$ cat src/rtl/setcc_pkg.sv
// setcc_pkg: shared op/condition encodings, flag bit positions and flag struct
package setcc_pkg;

    typedef enum logic [2:0] {
        OP_ADD  = 3'd0,
        OP_SUB  = 3'd1,
        OP_CMP  = 3'd2,
        OP_ADDC = 3'd3,
        OP_SUBB = 3'd4
    } op_t;

    typedef enum logic [3:0] {
        C_AL, C_NV, C_EQ, C_NE, C_CS, C_CC, C_MI, C_PL,
        C_VS, C_VC, C_GT, C_GE, C_LT, C_LE, C_GTU, C_LEU
    } cond_t;

    localparam int FLAG_C = 3;
    localparam int FLAG_Z = 2;
    localparam int FLAG_N = 1;
    localparam int FLAG_V = 0;

    typedef struct packed {
        logic c;
        logic z;
        logic n;
        logic v;
    } flags_t;

endpackage

$ cat src/rtl/setcc_pipe_if.sv
// setcc_pipe_if: operand/result handshake, condition query and CCR status bundle
interface setcc_pipe_if #(parameter int WIDTH = 32);
    logic             in_valid;
    logic             in_ready;
    logic [2:0]       op;
    logic [WIDTH-1:0] op1;
    logic [WIDTH-1:0] op2;
    logic             out_valid;
    logic             out_ready;
    logic [WIDTH-1:0] result;
    logic             out_wr;
    logic [3:0]       out_flags;
    logic [3:0]       ccr;
    logic             sv;
    logic             clr_sticky;
    logic [3:0]       cond_sel;
    logic             cond_true;

    modport master (
        output in_valid, op, op1, op2, out_ready, clr_sticky, cond_sel,
        input  in_ready, out_valid, result, out_wr, out_flags, ccr, sv, cond_true
    );

    modport slave (
        input  in_valid, op, op1, op2, out_ready, clr_sticky, cond_sel,
        output in_ready, out_valid, result, out_wr, out_flags, ccr, sv, cond_true
    );
endinterface

$ cat src/rtl/setcc_flags.sv
// setcc_flags: combinational WIDTH+1-bit adder producing the sum and {c,z,n,v}
module setcc_flags
    import setcc_pkg::*;
#(
    parameter int WIDTH = 32
) (
    input  logic [2:0]       i_op,
    input  logic [WIDTH-1:0] i_op1,
    input  logic [WIDTH-1:0] i_op2,
    input  logic             i_cin,
    output logic [WIDTH-1:0] o_sum,
    output flags_t           o_flags
);
    logic             w_add;
    logic [WIDTH-1:0] w_b;
    logic             w_ci;
    logic [WIDTH:0]   w_s;

    // Subtracts (and unknown codes, which behave as CMP) invert op2; c is reported as borrow for them
    always_comb begin
        w_add     = (i_op == OP_ADD) || (i_op == OP_ADDC);
        w_b       = w_add ? i_op2 : ~i_op2;
        w_ci      = (i_op == OP_ADD) ? 1'b0 : (i_op == OP_ADDC) ? i_cin : (i_op == OP_SUBB) ? !i_cin : 1'b1;
        w_s       = {1'b0, i_op1} + {1'b0, w_b} + {{WIDTH{1'b0}}, w_ci};
        o_sum     = w_s[WIDTH-1:0];
        o_flags.c = w_add ? w_s[WIDTH] : !w_s[WIDTH];
        o_flags.z = (w_s[WIDTH-1:0] == '0);
        o_flags.n = w_s[WIDTH-1];
        o_flags.v = (i_op1[WIDTH-1] == w_b[WIDTH-1]) && (w_s[WIDTH-1] != i_op1[WIDTH-1]);
    end
endmodule

$ cat src/rtl/setcc_pipe.sv
// setcc_pipe: single-entry pipelined condition-code unit with CCR, sticky overflow and branch eval
module setcc_pipe
    import setcc_pkg::*;
#(
    parameter int WIDTH     = 32,
    parameter bit STICKY_EN = 1'b1
) (
    input  logic      clk,
    input  logic      rst_n,
    setcc_pipe_if.slave bus
);
    logic             w_accept;
    logic             w_wr;
    logic [WIDTH-1:0] w_sum;
    flags_t           w_flags;
    logic             r_valid;
    logic [WIDTH-1:0] r_result;
    logic             r_wr;
    flags_t           r_flags;
    flags_t           r_ccr;
    logic             r_sv;
    logic             w_cond;

    setcc_flags #(.WIDTH(WIDTH)) u_flags (
        .i_op    (bus.op),
        .i_op1   (bus.op1),
        .i_op2   (bus.op2),
        .i_cin   (r_ccr.c),
        .o_sum   (w_sum),
        .o_flags (w_flags)
    );

    assign bus.in_ready = !r_valid || bus.out_ready;

    // Accept decode; only real arithmetic ops write back, CMP and unknown codes do not
    always_comb begin
        w_accept = bus.in_valid && bus.in_ready;
        w_wr     = (bus.op == OP_ADD) || (bus.op == OP_SUB) || (bus.op == OP_ADDC) || (bus.op == OP_SUBB);
    end

    // Output register: load on accept, hold while stalled, drop valid once consumed
    always_ff @(posedge clk or negedge rst_n) begin
        if (!rst_n) begin
            r_valid  <= 1'b0;
            r_result <= '0;
            r_wr     <= 1'b0;
            r_flags  <= '0;
        end else if (w_accept) begin
            r_valid  <= 1'b1;
            r_result <= w_sum;
            r_wr     <= w_wr;
            r_flags  <= w_flags;
        end else if (bus.out_ready) begin
            r_valid  <= 1'b0;
        end
    end

    // CCR tracks the accept edge so a following ADDC/SUBB sees this op's carry; sv set beats clear
    always_ff @(posedge clk or negedge rst_n) begin
        if (!rst_n) begin
            r_ccr <= '0;
            r_sv  <= 1'b0;
        end else begin
            if (w_accept) r_ccr <= w_flags;
            r_sv <= STICKY_EN & ((r_sv & !bus.clr_sticky) | (w_accept & w_flags.v));
        end
    end

    // Branch condition evaluated on the architectural CCR
    always_comb begin
        case (cond_t'(bus.cond_sel))
            C_AL:    w_cond = 1'b1;
            C_NV:    w_cond = 1'b0;
            C_EQ:    w_cond = r_ccr.z;
            C_NE:    w_cond = !r_ccr.z;
            C_CS:    w_cond = r_ccr.c;
            C_CC:    w_cond = !r_ccr.c;
            C_MI:    w_cond = r_ccr.n;
            C_PL:    w_cond = !r_ccr.n;
            C_VS:    w_cond = r_ccr.v;
            C_VC:    w_cond = !r_ccr.v;
            C_GT:    w_cond = !r_ccr.z && (r_ccr.n == r_ccr.v);
            C_GE:    w_cond = (r_ccr.n == r_ccr.v);
            C_LT:    w_cond = (r_ccr.n != r_ccr.v);
            C_LE:    w_cond = r_ccr.z || (r_ccr.n != r_ccr.v);
            C_GTU:   w_cond = !r_ccr.c && !r_ccr.z;
            default: w_cond = r_ccr.c || r_ccr.z;
        endcase
    end

    assign bus.out_valid = r_valid;
    assign bus.result    = r_result;
    assign bus.out_wr    = r_wr;
    assign bus.out_flags = r_flags;
    assign bus.ccr       = r_ccr;
    assign bus.sv        = r_sv;
    assign bus.cond_true = w_cond;
endmodule
$ cat src/flat_wrapper.sv
// flat-port wrapper written by rule: the top's interface ports become plain ports
module setcc_pipe_flat import setcc_pkg::*;
#(
    parameter int WIDTH     = 32,
    parameter bit STICKY_EN = 1'b1
)
  (clk, rst_n, bus_in_valid, bus_op, bus_op1, bus_op2, bus_out_ready, bus_clr_sticky, bus_cond_sel, bus_in_ready, bus_out_valid, bus_result, bus_out_wr, bus_out_flags, bus_ccr, bus_sv, bus_cond_true);
  setcc_pipe_if #(.WIDTH(WIDTH)) bus_i ();
  input  logic clk;
  input  logic rst_n;
  input wire logic [$bits(bus_i.in_valid)-1:0] bus_in_valid;
  input wire logic [$bits(bus_i.op)-1:0] bus_op;
  input wire logic [$bits(bus_i.op1)-1:0] bus_op1;
  input wire logic [$bits(bus_i.op2)-1:0] bus_op2;
  input wire logic [$bits(bus_i.out_ready)-1:0] bus_out_ready;
  input wire logic [$bits(bus_i.clr_sticky)-1:0] bus_clr_sticky;
  input wire logic [$bits(bus_i.cond_sel)-1:0] bus_cond_sel;
  output wire logic [$bits(bus_i.in_ready)-1:0] bus_in_ready;
  output wire logic [$bits(bus_i.out_valid)-1:0] bus_out_valid;
  output wire logic [$bits(bus_i.result)-1:0] bus_result;
  output wire logic [$bits(bus_i.out_wr)-1:0] bus_out_wr;
  output wire logic [$bits(bus_i.out_flags)-1:0] bus_out_flags;
  output wire logic [$bits(bus_i.ccr)-1:0] bus_ccr;
  output wire logic [$bits(bus_i.sv)-1:0] bus_sv;
  output wire logic [$bits(bus_i.cond_true)-1:0] bus_cond_true;
  assign bus_i.in_valid = bus_in_valid;
  assign bus_i.op = bus_op;
  assign bus_i.op1 = bus_op1;
  assign bus_i.op2 = bus_op2;
  assign bus_i.out_ready = bus_out_ready;
  assign bus_i.clr_sticky = bus_clr_sticky;
  assign bus_i.cond_sel = bus_cond_sel;
  assign bus_in_ready = bus_i.in_ready;
  assign bus_out_valid = bus_i.out_valid;
  assign bus_result = bus_i.result;
  assign bus_out_wr = bus_i.out_wr;
  assign bus_out_flags = bus_i.out_flags;
  assign bus_ccr = bus_i.ccr;
  assign bus_sv = bus_i.sv;
  assign bus_cond_true = bus_i.cond_true;
  setcc_pipe #(.WIDTH(WIDTH), .STICKY_EN(STICKY_EN)) u_core (.clk(clk), .rst_n(rst_n), .bus(bus_i));
endmodule
$ cat config.mk
export PLATFORM = sky130hd
export DESIGN_NAME = setcc_pipe_flat
export DESIGN_NICKNAME = d
export VERILOG_FILES = /design/src/rtl/setcc_pkg.sv /design/src/rtl/setcc_pipe_if.sv /design/src/rtl/setcc_flags.sv /design/src/rtl/setcc_pipe.sv /design/src/flat_wrapper.sv
export SDC_FILE = /design/constraint.sdc
export NUM_CORES = 1
export LEC_CHECK = 0
export ABC_AREA = 0
export BUFFER_PORTS_ARGS = -buffer_cell sky130_fd_sc_hd__buf_2
export CAP_MARGIN = 25
export CORE_ASPECT_RATIO = 0.75
export CORE_MARGIN = 2
export CORE_UTILIZATION = 39
export DETAILED_ROUTE_END_ITERATION = 10
export PLACE_DENSITY = 0.66
export SYNTH_ARGS = -nofsm -noshare
export SYNTH_HDL_FRONTEND = slang
export SYNTH_HIERARCHICAL = 1
export SYNTH_SLANG_ARGS = --single-unit
$ cat constraint.sdc
create_clock -name clk -period 3.7 [get_ports clk]
set_clock_uncertainty 0.15 [all_clocks]
set_input_delay 0.37 -clock clk [delete_from_list [all_inputs] [get_ports clk]]
set_output_delay 0.37 -clock clk [all_outputs]
set_load 0.005 [all_outputs]
==> qor.yml, run 1 <==
routabilityCongestion: 0.959
cp_max_fo: 4
ys_seq_elements: 39
grt_max_degree: 40
synth_common_cells: "nor2_1, xnor2_1, dfrtp_1"
max-cap-violations: 0
io_buffers: 120
seq_area_frac_synth_pct: 22.7
p_per_area_nw_per_um2: 500
routedWlPerCell_um: 15.1
dr.pass1.iters: 5
antennaDiodeCount: 0
drc: 0
final_max_slew_viol_count: 0
die_height_um: 95.0
ir_drop_mv: 0.231
syn_avg_cell_area_um2: 8.56
cts-root-buf: "clkbuf_16"
grt_pass1_wl_um: 20900
synth-main-ff-cell: "dfrtp_1"
setup_viol: 1
cts_num_sinks: 39
min_period_ns: 3.82
wl_um: 13200
start_kind: "primary input"
gr-total-overflow: 0
synthTopCellsByArea: "dfrtp_1, mux2_2, ha_1"
hpwl_um: 10600
cts-buffers-inserted: 5
area_growth_pct: 46.1
ys_types: 73
slew-limit-headroom_pct: 66.5
rsz0062_at_grt: "yes"
power_uw: 3150
grt_pass1_vias: 4498
synth_top_area_cell: "dfrtp_1"
track_usage_pct: 21.3
synth_edf_count: 0
vias: 4720
stdcell_area_um2: 6290
r2r_setup_slack_ns: 0
initial_core_util_pct: 39.7
synth_top_area_share_pct: 22.7
hold_class: "primary input to register"
path_clk_slew_ns: 0.07
antenna_found_initial: 0
p_leak_uw: 0.00293
period_share_pct: 103
postSynthCellCount: 503
dpl.cell_count: 860
fin_cells: 873
synth_most_common_cell: "nor2_1"
ant_nets: 0
critical_path_arrival_ns: 3.90
hp-start: "bus_clr_sticky"
fmax_mhz: 262
dp_worst_setup_slack_ns: -0.594
io_pins: 121
h-tree-depth: 2
crit_type: "primary input to register"
status: "finished with violations"
synthArstFlopShare_pct: 100
holdWs_ns: 0.134
nets: 841
hold_violations: 0
core_area_um2: 10900
violations: "negative setup slack"
rows: 33
cp-end-kind: "register"
worst_slack_ns: -0.123
cts_tree: "built"
required_ns: 3.78
clock_latency_ns: 0.28
netlist_area_um2: 4310
tightest_slew_ns: 0.502
syn_nets: 612
drive_above_1_share_pct: 46.5
placed_area_um2: 5890
yosysWarnings: 6
drt-initial-drc-count: 319
via_per_inst: 5.41
cp-startpoint: "bus_op[1]"
die_w_um: 125
reg2reg_from: "u_core/bus.ccr[3]"
dieArea_um2: 11900
clockBufferDepth: 2
[sequential cells by signal, summed over array words and instances (netlist names)]
| register | flops |
|---|---|
| u_core/bus.ccr | 4 |
| u_core/bus.out_valid | 1 |
| u_core/bus.out_wr | 1 |
| u_core/bus.result | 32 |
| u_core/bus.sv | 1 |
[metal layers]
| metal | GRT usage, % | vias up | wire, um |
|---|---|---|---|
| li1 | - | 2299 | - |
| met1 | 29.8 | 2177 | 6350 |
| met2 | 35.1 | 225 | 5770 |
| met3 | 2.19 | 19 | 893 |
| met4 | 6.30 | 0 | 190 |
| met5 | 0 | - | 0 |
[cell usage in the layout (no fill, tap or decap), drive strengths merged, types with 9 or more instances in the layout]
cell type / netlist / layout
a21o: 13 / 13
a21oi: 39 / 39
buf: 20 / 247
dfrtp: 39 / 39
ha: 31 / 31
inv: 14 / 14
mux2: 38 / 38
nand2: 32 / 32
nand2b: 9 / 9
nand3: 11 / 11
nand4: 11 / 11
nor2: 48 / 48
nor3: 9 / 9
o21a: 11 / 11
o21ai: 33 / 33
xnor2: 42 / 42
xor2: 14 / 14
[where the power goes]
part           internal (uW)  total, uW  switching (uW)
logic                    985       1860             878
clock network            387        569             183
registers                604        713             108
total                   1980       3150            1170
[what timing repair did]
| item | in CTS | in global routing |
|---|---|---|
| pin swaps | 4 | 12 |
| endpoints found under the hold margin | 0 | 39 |
| resized for setup | 12 | 22 |
| setup endpoints to repair | 8 | 11 |
| setup buffers | 1 | 2 |
| hold buffers | 0 | 1 |
[final cells by class]
| type | count | area, um^2 |
|---|---|---|
| clock buffers | 5 | 125 |
| well taps | 140 | 175 |
| flip-flops and latches | 39 | 976 |
| multi-input cells | 424 | 3300 |
| clock inverters | 3 | 67.6 |
| repair buffers | 248 | 1590 |
| inverters | 14 | 52.6 |
| fillers | 933 | 4570 |
[critical path, stage by stage]
cell and delay, ns:
buf_2 0.13, xor2_2 0.23, nor2_4 0.08, xor2_1 0.18
fa_2 0.38, fa_2 0.38, and2b_1 0.24, o2111ai_4 0.16
a21o_1 0.26, nand3_2 0.10, a311oi_4 0.12, or4_4 0.56
a2111oi_4 0.19, nand4_1 0.12, and4b_1 0.27, mux2_2 0.14
[through the flow]
stage	utilization, %	setup TNS (ns)
5_1_grt	57.9	-0.395
3_3_place_gp	54.3	-3.26
6_report	57.9	-0.123
3_5_place_dp	54.3	-4.12
4_1_cts	56.7	-0.116
2_1_floorplan	-	-0.0405
[final timing paths]
path / end / depth (start not counted)
max: u_core/bus.ccr[2] / 16
min: u_core/bus.sv / 2
max reg2reg: u_core/bus.ccr[2] / 14
min reg2reg: u_core/bus.out_wr / 2
max in group asynchronous: u_core/bus.result[30] / 3
min in group asynchronous: u_core/bus.result[12] / 2
[logic make-up after synthesis]
logic type / Yosys count / share of synthesized area, %
XOR/XNOR: 56 / 11.4
flip-flops: 39 / 22.7
AO/OA/AOI/OAI: 143 / 23.0
adder cells (fa/ha/maj): 33 / 9.93
AND/OR/NAND/NOR: 153 / 18.0
buffers and inverters: 40 / 4.79
multiplexers: 39 / 10.3
(Power assumes the default switching activity.)
==> run 2, diff against run 1 <==
ABC_AREA = 1   (was 0)
CAP_MARGIN = 10   (was 25)
PLACE_DENSITY = 0.65   (was 0.66)
==> qor.yml, run 2 <==
power.share.switching_pct: 42.6
cp_slowest_cell: "a21oi_1"
track_usage_pct: 21.1
postSynthCellCount: 826
dieArea_um2: 13200
max-cap-violations: 0
die_w_um: 132
cts-root-buf: "clkbuf_16"
start_kind: "primary input"
area_growth_pct: 19.5
p_leak_uw: 0.00353
grt_pass1_vias: 4645
routabilityCongestion: 0.970
grt_pass1_wl_um: 22900
ys_types: 35
wl_um: 13600
max_stage_delay_ns: 0.35
r2r_end: "u_core/bus.ccr[2]"
fmax_mhz: 306
synth_most_common_cell: "nand2_1"
cts_tree: "built"
cts_num_sinks: 39
ys_seq_elements: 39
required_ns: 3.75
p_per_area_nw_per_um2: 402
tns_ns: 0
largest_reg_flops: 32
syn_avg_cell_area_um2: 5.81
critical_path_arrival_ns: 3.31
synthTopCellsByArea: "nand2_1, dfrtp_1, inv_1"
routedWlPerCell_um: 12.2
gr-total-overflow: 0
seq_area_frac_synth_pct: 20.3
r2r_setup_slack_ns: 0.57
clockBufferDepth: 2
initial_core_util_pct: 39.6
cts_resized: 0
clock_latency_ns: 0.28
syn_nets: 935
crit_top_cell: "nand2_1"
vias: 5051
antennaDiodeCount: 0
holdWs_ns: 0.0376
h-tree-depth: 2
layout_common_cells: "nand2_1, inv_1, buf_2"
tightest_slew_ns: 0.841
final_max_slew_viol_count: 0
setup_viol: 0
drive_above_1_share_pct: 18.8
antenna_found_initial: 0
dr.pass1.iters: 5
netlist_area_um2: 4800
synth_common_cells: "nand2_1, inv_1, nor2_1"
cts_setup_buffers: 0
power_uw: 2300
nets: 1052
hold_class: "primary input to async pin"
synth_top_area_share_pct: 27.5
hold_violations: 0
slew-limit-headroom_pct: 44.0
core_area_um2: 12100
timing.critical_path.cells: "buf_2, nand2_1, inv_1, or2_2, nand2_2, buf_12, xor2_1, ha_1, nand2_1, inv_1, nand2_1, nand3_1, a21oi_1, nand3_1, nand2_1, nand2_2, nor2_1, nand2_1, nor2_1, nand2_1, nor2_1, nand2_1, o21ai_1"
io_pins: 121
period_share_pct: 88.3
status: "complete, no violations"
drc: 0
r2r_cells: 20
ir_drop_mv: 0.261
io_buffers: 120
rows: 35
hold_buffers: 0
synth_edf_count: 0
crit_type: "primary input to register"
power.switching_uw: 982
min_period_ns: 3.27
p_seq_share_pct: 26.2
cp-end-kind: "register"
drt-initial-drc-count: 296
rsz0062_at_grt: "no"
path_clk_slew_ns: 0.06
cp_max_fo: 20
synth-main-ff-cell: "dfrtp_1"
synth_top_area_cell: "nand2_1"
crit_end: "u_core/bus.ccr[2]"
die_height_um: 100
reg2reg_from: "u_core/bus.ccr[3]"
internal_power_uw: 1320
layout_commonest_cell: "nand2_1"
cp-startpoint: "bus_op[0]"
cts-buffers-inserted: 5
synthArstFlopShare_pct: 100
p_comb_share_pct: 52.0
ant_nets: 0
hpwl_um: 11500
yosysWarnings: 6
clock_power_share_pct: 21.8
via_per_inst: 4.55
grt_max_degree: 41
-- run 2: cells by family (layout without fill, tap and decap cells) --
| logic type | after synthesis | after routing | synth area share [%] |
|---|---|---|---|
| AO/OA/AOI/OAI | 48 | 48 | 5.55 |
| XOR/XNOR | 42 | 42 | 7.67 |
| adder cells (fa/ha/maj) | 33 | 33 | 8.92 |
| buffers and inverters | 163 | 281 | 13.7 |
| flip-flops | 39 | 39 | 20.3 |
| multiplexers | 1 | 1 | 0.235 |
| AND/OR/NAND/NOR | 500 | 500 | 43.6 |
-- run 2: per-stage QoR --
step | instances | utilization (%) | setup WS [ns] | instance area, um^2
6_report | 1110 | 47.3 | 0.433 | 5730
5_1_grt | 1110 | 47.3 | 0.0734 | 5730
4_1_cts | 1110 | 47.3 | 0.463 | 5730
3_5_place_dp | 1102 | 45.8 | 0.170 | 5560
3_3_place_gp | 1102 | 45.8 | 0.215 | 5560
2_1_floorplan | 826 | - | 0.275 | 4800
-- run 2: critical path: cells and delay by family --
| family | cells | cell delay [ns] |
|---|---|---|
| xor+xnor | 1 | 0.17 |
| compound gates | 2 | 0.44 |
| buf+inv | 4 | 0.39 |
| fa+ha+maj | 1 | 0.31 |
| simple gates | 15 | 1.60 |
-- run 2: how the worst min path moves through the flow --
stage	from	to	slack (ns)	cells past startpoint
after floorplan	rst_n	u_core/bus.ccr[0]	-0.08	0
final	rst_n	u_core/bus.result[4]	0.04	1
after detailed placement	u_core/bus.result[19]	u_core/bus.result[19]	0.31	2
after global routing	bus_clr_sticky	u_core/bus.sv	0.1	2
after CTS	rst_n	u_core/bus.result[4]	0.08	1
after global placement	u_core/bus.result[19]	u_core/bus.result[19]	0.31	2
-- run 2: power by group through the flow --
stage	clock network, uW	logic [uW]	registers (uW)
6_report	502	1200	605
5_1_grt	537	1360	621
4_1_cts	509	1200	606
2_1_floorplan	0	785	615
3_3_place_gp	0	1190	611
3_5_place_dp	0	1190	613
-- run 2: area by class of cell --
class | count | area (um^2)
fill | 1335 | 6400
inverter | 148 | 556
multi-input combinational | 624 | 3170
timing repair buffer | 125 | 651
clock inverter | 2 | 35.0
tap | 166 | 208
clock buffer | 6 | 139
sequential | 39 | 976
-- run 2: routing by layer --
layer  vias to the layer above  part of all wire (%)  track usage, %
li1                       2736                     -               -
met1                      2176                    53            32.4
met2                       133                    41            32.4
met3                         6                   4.8            3.13
met4                         0                  0.58            1.51
met5                         -                     0               0
